### src/rtl/piso_pkg.sv
// Shared types and helpers for the parallel-in/serial-out serializer.
package piso_pkg;

  typedef enum logic {
    ST_IDLE  = 1'b0,
    ST_SHIFT = 1'b1
  } piso_state_e;

  // Width of the bit down-counter for a given word width (always at least 1 bit).
  function automatic int unsigned cnt_width(input int unsigned width);
    return (width > 1) ? $clog2(width) : 1;
  endfunction

endpackage

### src/rtl/piso_serializer.sv
// Parallel-in/serial-out serializer: valid/ready word load, one bit out per shift_en strobe,
// back-to-back frames without an idle gap.
module piso_serializer
  import piso_pkg::*;
#(
  parameter int unsigned WIDTH      = 8,
  parameter bit          MSB_FIRST  = 1'b1,
  parameter bit          IDLE_LEVEL = 1'b0
) (
  input  logic             clk,
  input  logic             reset,
  input  logic [WIDTH-1:0] data_in,
  input  logic             in_valid,
  output logic             in_ready,
  input  logic             shift_en,
  output logic             serial_out,
  output logic             out_valid,
  output logic             frame_last,
  output logic             busy
);

  localparam int unsigned CntW = cnt_width(WIDTH);
  localparam logic [CntW-1:0] CntLoad = CntW'(WIDTH - 1);

  piso_state_e      state_q, state_d;
  logic [WIDTH-1:0] shreg_q, shreg_d;
  logic [CntW-1:0]  cnt_q, cnt_d;
  logic             last_bit;
  logic             accept;

  assign last_bit = (cnt_q == '0);

  // Ready either when idle or when the final bit of the current frame is being consumed.
  assign in_ready = ~reset & ((state_q == ST_IDLE) | ((state_q == ST_SHIFT) & last_bit & shift_en));
  assign accept   = in_valid & in_ready;

  always_comb begin
    state_d = state_q;
    shreg_d = shreg_q;
    cnt_d   = cnt_q;
    unique case (state_q)
      ST_IDLE: begin
        if (accept) begin
          shreg_d = data_in;
          cnt_d   = CntLoad;
          state_d = ST_SHIFT;
        end
      end
      ST_SHIFT: begin
        if (shift_en) begin
          if (!last_bit) begin
            shreg_d = MSB_FIRST ? {shreg_q[WIDTH-2:0], 1'b0} : {1'b0, shreg_q[WIDTH-1:1]};
            cnt_d   = cnt_q - 1'b1;
          end else if (accept) begin
            shreg_d = data_in;
            cnt_d   = CntLoad;
          end else begin
            state_d = ST_IDLE;
          end
        end
      end
      default: state_d = ST_IDLE;
    endcase
  end

  always_ff @(posedge clk or posedge reset) begin
    if (reset) begin
      state_q <= ST_IDLE;
      shreg_q <= '0;
      cnt_q   <= '0;
    end else begin
      state_q <= state_d;
      shreg_q <= shreg_d;
      cnt_q   <= cnt_d;
    end
  end

  // Outputs decode registered state only.
  always_comb begin
    serial_out = IDLE_LEVEL;
    out_valid  = 1'b0;
    frame_last = 1'b0;
    busy       = 1'b0;
    if (state_q == ST_SHIFT) begin
      serial_out = MSB_FIRST ? shreg_q[WIDTH-1] : shreg_q[0];
      out_valid  = 1'b1;
      frame_last = last_bit;
      busy       = 1'b1;
    end
  end

endmodule
### config.mk
export PLATFORM = sky130hd
export DESIGN_NAME = piso_serializer
export DESIGN_NICKNAME = d
export VERILOG_FILES = /design/src/rtl/piso_pkg.sv /design/src/rtl/piso_serializer.sv
export SDC_FILE = /design/constraint.sdc
export NUM_CORES = 1
export LEC_CHECK = 0
export ABC_AREA = 0
export BUFFER_PORTS_ARGS = -buffer_cell sky130_fd_sc_hd__buf_4
export CORE_MARGIN = 5
export CORE_UTILIZATION = 45
export DETAILED_ROUTE_END_ITERATION = 6
export PLACE_DENSITY = 0.72
export SETUP_SLACK_MARGIN = 0.05
export SYNTH_ARGS = -nofsm -noshare
export SYNTH_HDL_FRONTEND = slang
export SYNTH_SLANG_ARGS = --single-unit
### constraint.sdc
create_clock -name clk -period 2.35 [get_ports clk]
set_input_delay 0.1175 -clock clk [delete_from_list [all_inputs] [get_ports clk]]
set_output_delay 0.1175 -clock clk [all_outputs]
set_load 0.1 [all_outputs]
==> results.yml, run 1 <==
setup_path:
  cp_slowest_stage_delay_ns: 0.40
  path_delay_family: "flip-flops"
  cp_slowest_cell: "dfrtp_1"
  required_ns: 2.23
  crit_fanout: 3
  worstSetupEndpointType: "output port"
  path_cells: "inv_1 > ha_1 > nand3b_2 > a21oi_2 > buf_4"
  cp-start-kind: "register"
  crit_buf_inv: 2
  worstPathArrival_ns: 1.58
  critical_path_class: "reg -> out"
placement:
  dp_slack_ns: 0.878
  io_buffers: 16
  post-dp-hpwl_um: 1000
  placed_area_um2: 779
  routabilityCongestion: 0.747
route:
  vias: 511
  dr.first_iter.drc_count: 8
  routedWlPerCell_um: 13.3
  drtAntennaViolNets: 0
  drc: 0
  viasPerCell: 5.21
  drt_pre_antenna_iters: 4
  finalWirelength_um: 1300
logic_synthesis:
  netlist_instances: 65
  netlist_area_um2: 658
  synth_warnings: 0
  yosys.area.top_type_share: 0.456
  synth.avg_cell_area_um2: 10.1
  synth-xor-area-share: 0.0133
  yosys.area.top_type: "dfrtp_1"
  synth_edf_count: 0
  yosys-top-cells-count: "dfrtp_1 (12), nand2_1 (11), a21o_1 (6)"
  synth-simple-area-share: 0.198
  synth_nets: 79
  yosys.area_share.adder: 0.0380
  synth-async-reset-ratio: 1.00
  synthMuxAreaShare: 0
  synth_compound_area_frac: 0.236
  seq_area_frac_synth: 0.456
  ys_ff_latch: 12
  synth.area.top_cells: "dfrtp_1 (46%), a21o_1 (6.8%), a22o_1 (6.7%)"
  synth.most_common_cell: "dfrtp_1"
  synth_top_family_by_area: "compound AO/OA/AOI/OAI gates"
  synth-main-ff-cell: "dfrtp_1"
  synth_cell_types: 28
floorplanning:
  dieHeight_um: 48.2
  die_area_um2: 2330
  start_util: 0.487
  core_area_um2: 1350
  die_width_um: 48.2
  rows: 13
  ioPinCount: 17
global_routing:
  grt_pass1_vias: 501
  grt_first_pass_wirelength_um: 2070
  grt_max_degree: 14
  grt_usage: 0.131
  antenna_found_initial: 0
  overflow: 0
cts:
  cts_inserted_buffers: 3
  h-tree-depth: 1
  postCtsResizedCells: 0
  path_clk_slew_ns: 0.08
  cts_root_buf: "clkbuf_4"
  cts_tree: "done"
  clock_latency_ns: 0.27
  clk_path_buf_depth: 2
  cts_sinks: 12
sta:
  fmax_mhz: 588
  fin_crit_ns: 1.70
  fin_hold_ws_ns: 0.0491
  setup_slack_ns: 0.650
  tns_ns: 0
  slew_viol_final: 0
  finClkSkew_ns: 0.00855
  finalSetupViolCount: 0
  post-route-period-util: 0.724
  rsz0062_at_grt: "false"
  tightest_slew_ns: 0.461
  hold_viol_final: 0
  relSlewSlack: 0.692
hold_path:
  hold_class: "in -> reg"
run_status:
  run_status: "complete, no violations"
cells_and_area:
  diodes: 0
  area_growth_pct: 25.5
  drive_above_1_share: 0.325
  fin_area_um2: 826
  layout.nets: 98
pwr:
  p_int_uw: 569
  powerDensity_nw_per_um2: 1310
  vdd_drop_max_uv: 621
  pwr-share-comb: 0.517
  p_sw_frac: 0.475
  clockPowerShare: 0.151
  seqPwrFrac: 0.331
  p_leak_nw: 0.445
  total_power_mw: 1.08
  power_switching_uw: 514
run:
  drv_cap: 0
## state kept, by name (all words and copies together) (netlist names)
register / flops
state_q: 1
cnt_q: 3
shreg_q: 8
## power groups by stage
stage	Combinational [mW]	Sequential, mW	Clock [mW]
6_report	0.560	0.359	0.164
5_1_grt	0.611	0.372	0.176
4_1_cts	0.567	0.360	0.167
3_5_place_dp	0.564	0.365	0
3_3_place_gp	0.558	0.362	0
2_1_floorplan	0.459	0.372	0
## kinds of logic (layout without fill, tap and decap cells)
kind of cell               count (synthesis)  in the layout
DFF                                       12             12
buffers and inverters                      7             25
AOI/OAI and AO/OA                         20             20
xor gates and xnor gates                   1              1
and+or+nand+nor                           23             23
adders and majority gates                  2              2
## metal layers
metal | up-vias | share of wire | wire length (µm) | GRT usage
li1 | 266 | - | - | -
met1 | 229 | 0.47 | 611 | 0.179
met2 | 14 | 0.45 | 592 | 0.198
met3 | 2 | 0.068 | 89 | 0.0332
met4 | 0 | 0.0061 | 8 | 0.0484
met5 | - | 0 | 0 | 0
## area by class of cell
class	count	area, µm²
repair buffers	17	130
multi-input cells	46	325
well taps	15	18.8
flip-flops and latches	12	300
clock buffers	4	36.3
inverters	4	15.0
fillers	122	524
## final timing paths
check                                       start                     end  slack [ns]  depth (start not counted)
max                          cnt_q[0]$_DFFE_PP0P_                in_ready        0.65                          5
min in group asynchronous                   reset  shreg_q[7]$_DFFE_PP0P_        0.43                          3
max in group asynchronous                   reset  shreg_q[5]$_DFFE_PP0P_        1.60                          3
min                                    data_in[0]  shreg_q[0]$_DFFE_PP0P_        0.05                          3
max reg2reg                  cnt_q[0]$_DFFE_PP0P_  shreg_q[1]$_DFFE_PP0P_        0.88                          6
min reg2reg                shreg_q[5]$_DFFE_PP0P_  shreg_q[5]$_DFFE_PP0P_        0.48                          1
## cells in the final DEF (no fill, tap or decap), types with 2 or more instances in the layout
| master | instances |
|---|---|
| nand2b_1 | 2 |
| a21oi_1 | 2 |
| inv_1 | 3 |
| a21o_1 | 6 |
| ha_1 | 2 |
| nand2_1 | 11 |
| clkbuf_4 | 3 |
| o21ai_1 | 2 |
| buf_4 | 16 |
| a22o_1 | 5 |
| dfrtp_1 | 12 |
## per-stage QoR
| stage | utilization | cells |
|---|---|---|
| 2_1_floorplan | - | 65 |
| 3_3_place_gp | 0.577 | 93 |
| 3_5_place_dp | 0.577 | 93 |
| 4_1_cts | 0.612 | 98 |
| 5_1_grt | 0.612 | 98 |
| 6_report | 0.612 | 98 |
## worst reg2reg max path, stage by stage (launching register included)
cell and delay [ns]:
dfrtp_1 0.40, inv_1 0.08, ha_1 0.23, nand3b_2 0.15
a21oi_4 0.28, a22o_1 0.19, a21o_1 0.08
## what timing repair did
| item | 4_1_cts | 5_1_grt |
|---|---|---|
| setup endpoints to repair | 0 | 0 |
| hold buffers | 1 | 0 |
| endpoints found under the hold margin | 12 | 0 |
| setup buffers | 0 | 0 |
No activity file was read; power rests on OpenSTA's default activity.
==> run 2: changes to the inputs <==
ABC_AREA = 1   (was 0)
clock period = 1.7 ns   (was 2.35 ns; I/O delays follow)
==> run 2 against run 1 <==
  * Critical endpoint unchanged
  * Clock-buffer cell count unchanged
  * Area after synthesis increased by 0.19%
  * Sequential power increased by 38%
  * Via count increased by 11%
  * Clock power increased by 16%
  * Flip-flop and latch count unchanged
  * Non-clock buffer count increased by 1
  * Critical path type unchanged
  * First-iteration DRC count decreased by 13%
  * Worst setup slack got worse by 0.49 ns
  * Cell area increased by 5.5%
  * Clock skew decreased by 0.0016 ns
  * Global-route usage increased by 0.47 points
  * Largest cell class unchanged
==> results.yml, run 2 <==
route:
  vias: 568
  viasPerCell: 4.90
  dr.first_iter.drc_count: 7
  drc: 0
  drt_pre_antenna_iters: 4
  routedWlPerCell_um: 11.4
  drtAntennaViolNets: 0
  finalWirelength_um: 1320
cells_and_area:
  final_common_cell: "nand2_1"
  instances_no_fill: 116
  top_register: "shreg_q"
  drive_above_1_share: 0.356
  top_regs: "shreg_q (8), cnt_q (3), state_q (1)"
  utilization: 0.645
  area_growth_pct: 32.1
  largest_register_ffs: 8
  layout.nets: 116
  diodes: 0
  fin_area_um2: 871
  fillCellCount: 121
  layout_common_cells: "nand2_1 (26), buf_4 (16), dfrtp_1 (11)"
sta:
  slew_viol_final: 0
  finClkSkew_ns: 0.00690
  relSlewSlack: 0.815
  rsz0062_at_grt: "false"
  setup_slack_ns: 0.157
  hold_viol_final: 0
  finalSetupViolCount: 0
  fin_crit_ns: 1.54
  tightest_slew_ns: 0.280
  fmax_mhz: 648
  tns_ns: 0
  post-route-period-util: 0.908
setup_path:
  cp-startpoint: "cnt_q[1]$_DFFE_PP0P_"
  worstSetupEndpointType: "output port"
  required_ns: 1.62
  r2r_cells: 9
  worstReg2RegEnd: "shreg_q[2]$_DFFE_PP0P_"
  endpoint: "in_ready"
  timing.rr.start: "cnt_q[1]$_DFFE_PP0P_"
  crit_fanout: 4
  worstPathArrival_ns: 1.46
  critical_path_class: "reg -> out"
  r2r_slack_ns: 0.34
  cp-start-kind: "register"
run:
  drv_cap: 0
floorplanning:
  rows: 13
  ioPinCount: 17
  core_area_um2: 1350
  die_area_um2: 2330
  dieHeight_um: 48.3
  start_util: 0.488
  die_width_um: 48.3
global_routing:
  antenna_found_initial: 0
  overflow: 0
  grt_first_pass_wirelength_um: 2180
  grt_max_degree: 14
  grt_pass1_vias: 533
  grt_usage: 0.136
placement:
  post-dp-hpwl_um: 1010
  dp.cells: 111
  routabilityCongestion: 0.809
  placed_area_um2: 815
  dp_slack_ns: 0.294
  io_buffers: 16
pwr:
  powerDensity_nw_per_um2: 1900
  vdd_drop_max_uv: 930
  p_leak_nw: 0.463
cts:
  cts_root_buf: "clkbuf_4"
  clk_path_buf_depth: 2
  cts_tree: "done"
  path_clk_slew_ns: 0.08
  clock_latency_ns: 0.27
  h-tree-depth: 1
  cts_sinks: 12
  cts_inserted_buffers: 3
logic_synthesis:
  yosys-top-cells-count: "nand2_1 (27), dfrtp_1 (12), inv_1 (10)"
  netlist_area_um2: 659
  seq_area_frac_synth: 0.455
  synth_nets: 94
  synth_edf_count: 0
  netlist_instances: 80
  synth_cell_types: 21
  synth_warnings: 0
  synth-main-ff-cell: "dfrtp_1"
  synth.avg_cell_area_um2: 8.24
  synth-async-reset-ratio: 1.00
  ys_ff_latch: 12
  synth.most_common_cell: "nand2_1"
  yosys.area.top_type_share: 0.455
  synth.area.top_cells: "dfrtp_1 (46%), nand2_1 (15%), inv_1 (5.7%)"
  yosys.area.top_type: "dfrtp_1"
hold_path:
  hold_class: "in -> reg"
run_status:
  run_status: "complete, no violations"
## run 2: cell count changes in the layout (fill, tap and decap cells not counted), sizes merged, moves of 2 or more
cell and delta:
nand2 +20, inv +10, nand3b -2, a21o -6, a21oi -4, a22o -5, nand3 +5, o21bai +2
nand2b -3
## run 2: power by group
part           leakage, nW  switching [mW]  internal [mW]
Sequential           0.148          0.0879          0.407
Clock               0.0150          0.0989         0.0909
Combinational        0.299           0.682          0.286
Total                0.463           0.869          0.784
## run 2: how the worst min path moves through the flow
| stage | startpoint | to | slack [ns] | depth (start not counted) |
|---|---|---|---|---|
| floorplan | reset | cnt_q[0]$_DFFE_PP0P_ | -0.01 | 1 |
| global placement | reset | shreg_q[6]$_DFFE_PP0P_ | 0.21 | 3 |
| detailed placement | reset | shreg_q[4]$_DFFE_PP0P_ | 0.20 | 3 |
| CTS | data_in[0] | shreg_q[0]$_DFFE_PP0P_ | 0.02 | 3 |
| global route | data_in[1] | shreg_q[1]$_DFFE_PP0P_ | 0.03 | 3 |
| finish | data_in[0] | shreg_q[0]$_DFFE_PP0P_ | 0.02 | 3 |
## run 2: stage by stage
step	power (mW)	hold slack, ns
after detailed placement	1.43	0.205
after CTS	1.64	0.0152
after floorplan	1.26	-0.0127
final	1.65	0.0153
after global routing	1.77	0.0297
after global placement	1.41	0.208
## run 2: timing repair
action                                 CTS  global route
setup buffers                            0             0
endpoints found under the hold margin   12             0
setup endpoints to repair                1             1
resized for setup                        3             3
hold buffers                             1             0
## run 2: worst max-delay path, stage by stage, from the launching register on
cell     delay (ns)
dfrtp_1        0.38
inv_1          0.07
ha_1           0.15
nand2_2        0.11
nand2_4        0.10
nand2_2        0.08
nor2_4         0.10
buf_12         0.18
## run 2: cell type report
cell class              count  area [µm²]  share of cell area
clock buffers               4        26.3              0.0302
repair buffers             18         150               0.172
flip-flops and latches     12         302               0.346
inverters                  14        55.1              0.0632
multi-input cells          53         319               0.366
well taps                  15        18.8              0.0216
## run 2: cell families after synthesis
family | after synthesis | share of synthesized area
fa+ha+maj | 2 | 0.0379
xor+xnor | 1 | 0.0133
simple gates | 41 | 0.306
flops | 12 | 0.455
buf+inv | 15 | 0.0949
compound gates | 9 | 0.0930
## run 2: layer usage
| layer | track usage | up-vias | wire length [µm] |
|---|---|---|---|
| met5 | 0 | - | 0 |
| met4 | 0.0645 | 0 | 9 |
| met3 | 0.0221 | 2 | 86 |
| met2 | 0.216 | 14 | 629 |
| met1 | 0.178 | 261 | 593 |
| li1 | - | 291 | - |
==> run 3: changes to the inputs <==
CORE_MARGIN = unset   (was 5)
SLEW_MARGIN = 40   (was unset)
==> run 3 against run 2 <==
  * Combinational power rose by 2%
  * Clock skew decreased by 0.0028 ns
  * Global-route usage is 5.1 points higher
  * Hold slack hardly changed
  * Final cell count did not move
  * Sequential power about the same
  * Sequential share of layout area down 0.68 points
  * Total power is 3.2% higher
  * Register-to-register slack worse by 0.03 ns
  * Utilization increased by 2.1 points
  * Largest cell class unchanged
  * Largest power group unchanged
==> results.yml, run 3 (same netlist as run 2, synthesis figures left out) <==
cells_and_area:
  largest_register_ffs: 8
  fillCellCount: 120
  layout.nets: 116
  top_register: "shreg_q"
  diodes: 0
  drive_above_1_share: 0.366
  top_regs: "shreg_q (8), cnt_q (3), state_q (1)"
  area_growth_pct: 34.7
  multi_input_area_um2: 327
  final_common_cell: "nand2_1"
  seq_area_um2: 302
  layout_common_cells: "nand2_1 (26), buf_4 (16), dfrtp_1 (11)"
  fin_area_um2: 888
cts:
  h-tree-depth: 1
  path_clk_slew_ns: 0.07
  cts_setup_buffers: 0
  cts_inserted_buffers: 3
  clk_path_buf_depth: 2
  cts_tree: "done"
  cts_sinks: 12
  clock_latency_ns: 0.27
  cts_root_buf: "clkbuf_4"
setup_path:
  r2r_cells: 9
  worstPathArrival_ns: 1.50
  worstSetupEndpointType: "output port"
  cp-start-kind: "register"
  timing.rr.start: "cnt_q[0]$_DFFE_PP0P_"
  required_ns: 1.62
  critical_path_class: "reg -> out"
  worstReg2RegEnd: "shreg_q[1]$_DFFE_PP0P_"
  cp-startpoint: "cnt_q[0]$_DFFE_PP0P_"
  r2r_slack_ns: 0.31
  crit_fanout: 4
route:
  vias: 568
  drt_pre_antenna_iters: 3
  drtAntennaViolNets: 0
  routedWlPerCell_um: 11.4
  drc: 0
  dr.first_iter.drc_count: 3
  viasPerCell: 4.90
  finalWirelength_um: 1320
global_routing:
  antenna_found_initial: 0
  grt_first_pass_wirelength_um: 1920
  grt_max_degree: 14
  grt_usage: 0.186
  overflow: 0
  grt_pass1_vias: 496
pwr:
  powerDensity_nw_per_um2: 1920
  p_leak_nw: 0.478
  vdd_drop_max_uv: 1090
  total_power_mw: 1.71
floorplanning:
  core_area_um2: 1330
  rows: 13
  dieHeight_um: 40.3
  ioPinCount: 17
  start_util: 0.494
  die_width_um: 40.3
  die_area_um2: 1620
sta:
  fmax_mhz: 631
  finClkSkew_ns: 0.00411
  tightest_slew_ns: 0.279
  hold_viol_final: 0
  relSlewSlack: 0.816
  rsz0062_at_grt: "false"
  tns_ns: 0
  finalSetupViolCount: 0
  post-route-period-util: 0.932
  fin_crit_ns: 1.58
  slew_viol_final: 0
placement:
  placed_area_um2: 815
  post-dp-hpwl_um: 932
  io_buffers: 16
  routabilityCongestion: 0.716
hold_path:
  min_delay_worst_endpoint: "shreg_q[0]$_DFFE_PP0P_"
  worstHoldStart: "data_in[0]"
  hold_depth: 3
  hold_class: "in -> reg"
run_status:
  run_status: "complete, no violations"
run:
  drv_cap: 0
## run 3: layer usage
layer | GRT usage | wire, µm
met2 | 0.319 | 694
met4 | 0.0750 | 0
met1 | 0.195 | 541
met3 | 0.0889 | 83
met5 | 0 | 0
## run 3: layout make-up
class | instances | area share
inverters | 14 | 0.0620
well taps | 15 | 0.0211
multi-input cells | 53 | 0.368
flip-flops and latches | 12 | 0.339
repair buffers | 18 | 0.169
clock buffers | 4 | 0.0408
## run 3: worst max-delay path: stages (launching register included)
cell and delay (ns):
dfrtp_1 0.36, inv_1 0.11, ha_2 0.21, nand2_4 0.08, nand2_4 0.09, nand2_2 0.08, nor2_4 0.11, buf_12 0.18
## run 3: through the flow
stage / util / worst slack (ns) / hold WS (ns) / instances
2_1_floorplan: - / 0.179 / -0.0127 / 80
3_3_place_gp: 0.611 / 0.320 / 0.206 / 111
3_5_place_dp: 0.611 / 0.293 / 0.202 / 111
4_1_cts: 0.655 / 0.0557 / 0.00780 / 116
5_1_grt: 0.666 / 0.0418 / 0.0177 / 116
6_report: 0.666 / 0.116 / 0.0150 / 116
## run 3: what timing repair did
| action | CTS | global route |
|---|---|---|
| gates cloned | 0 | 0 |
| hold buffers | 1 | 0 |
| resized for setup | 3 | 4 |
| pin swaps | 0 | 1 |
| endpoints found under the hold margin | 12 | 0 |
| endpoints found under the setup margin | 1 | 1 |
## run 3: how the worst max path moves through the flow
| stage | end | slack (ns) | depth (start not counted) |
|---|---|---|---|
| floorplan | in_ready | 0.18 | 3 |
| global placement | in_ready | 0.32 | 7 |
| detailed placement | in_ready | 0.29 | 7 |
| CTS | in_ready | 0.06 | 7 |
| global route | in_ready | 0.04 | 7 |
| finish | in_ready | 0.12 | 7 |
## run 3: power breakdown
group | switching [mW] | leakage [nW] | internal [mW]
logic | 0.690 | 0.308 | 0.293
registers | 0.0871 | 0.148 | 0.407
clock network | 0.0981 | 0.0210 | 0.130
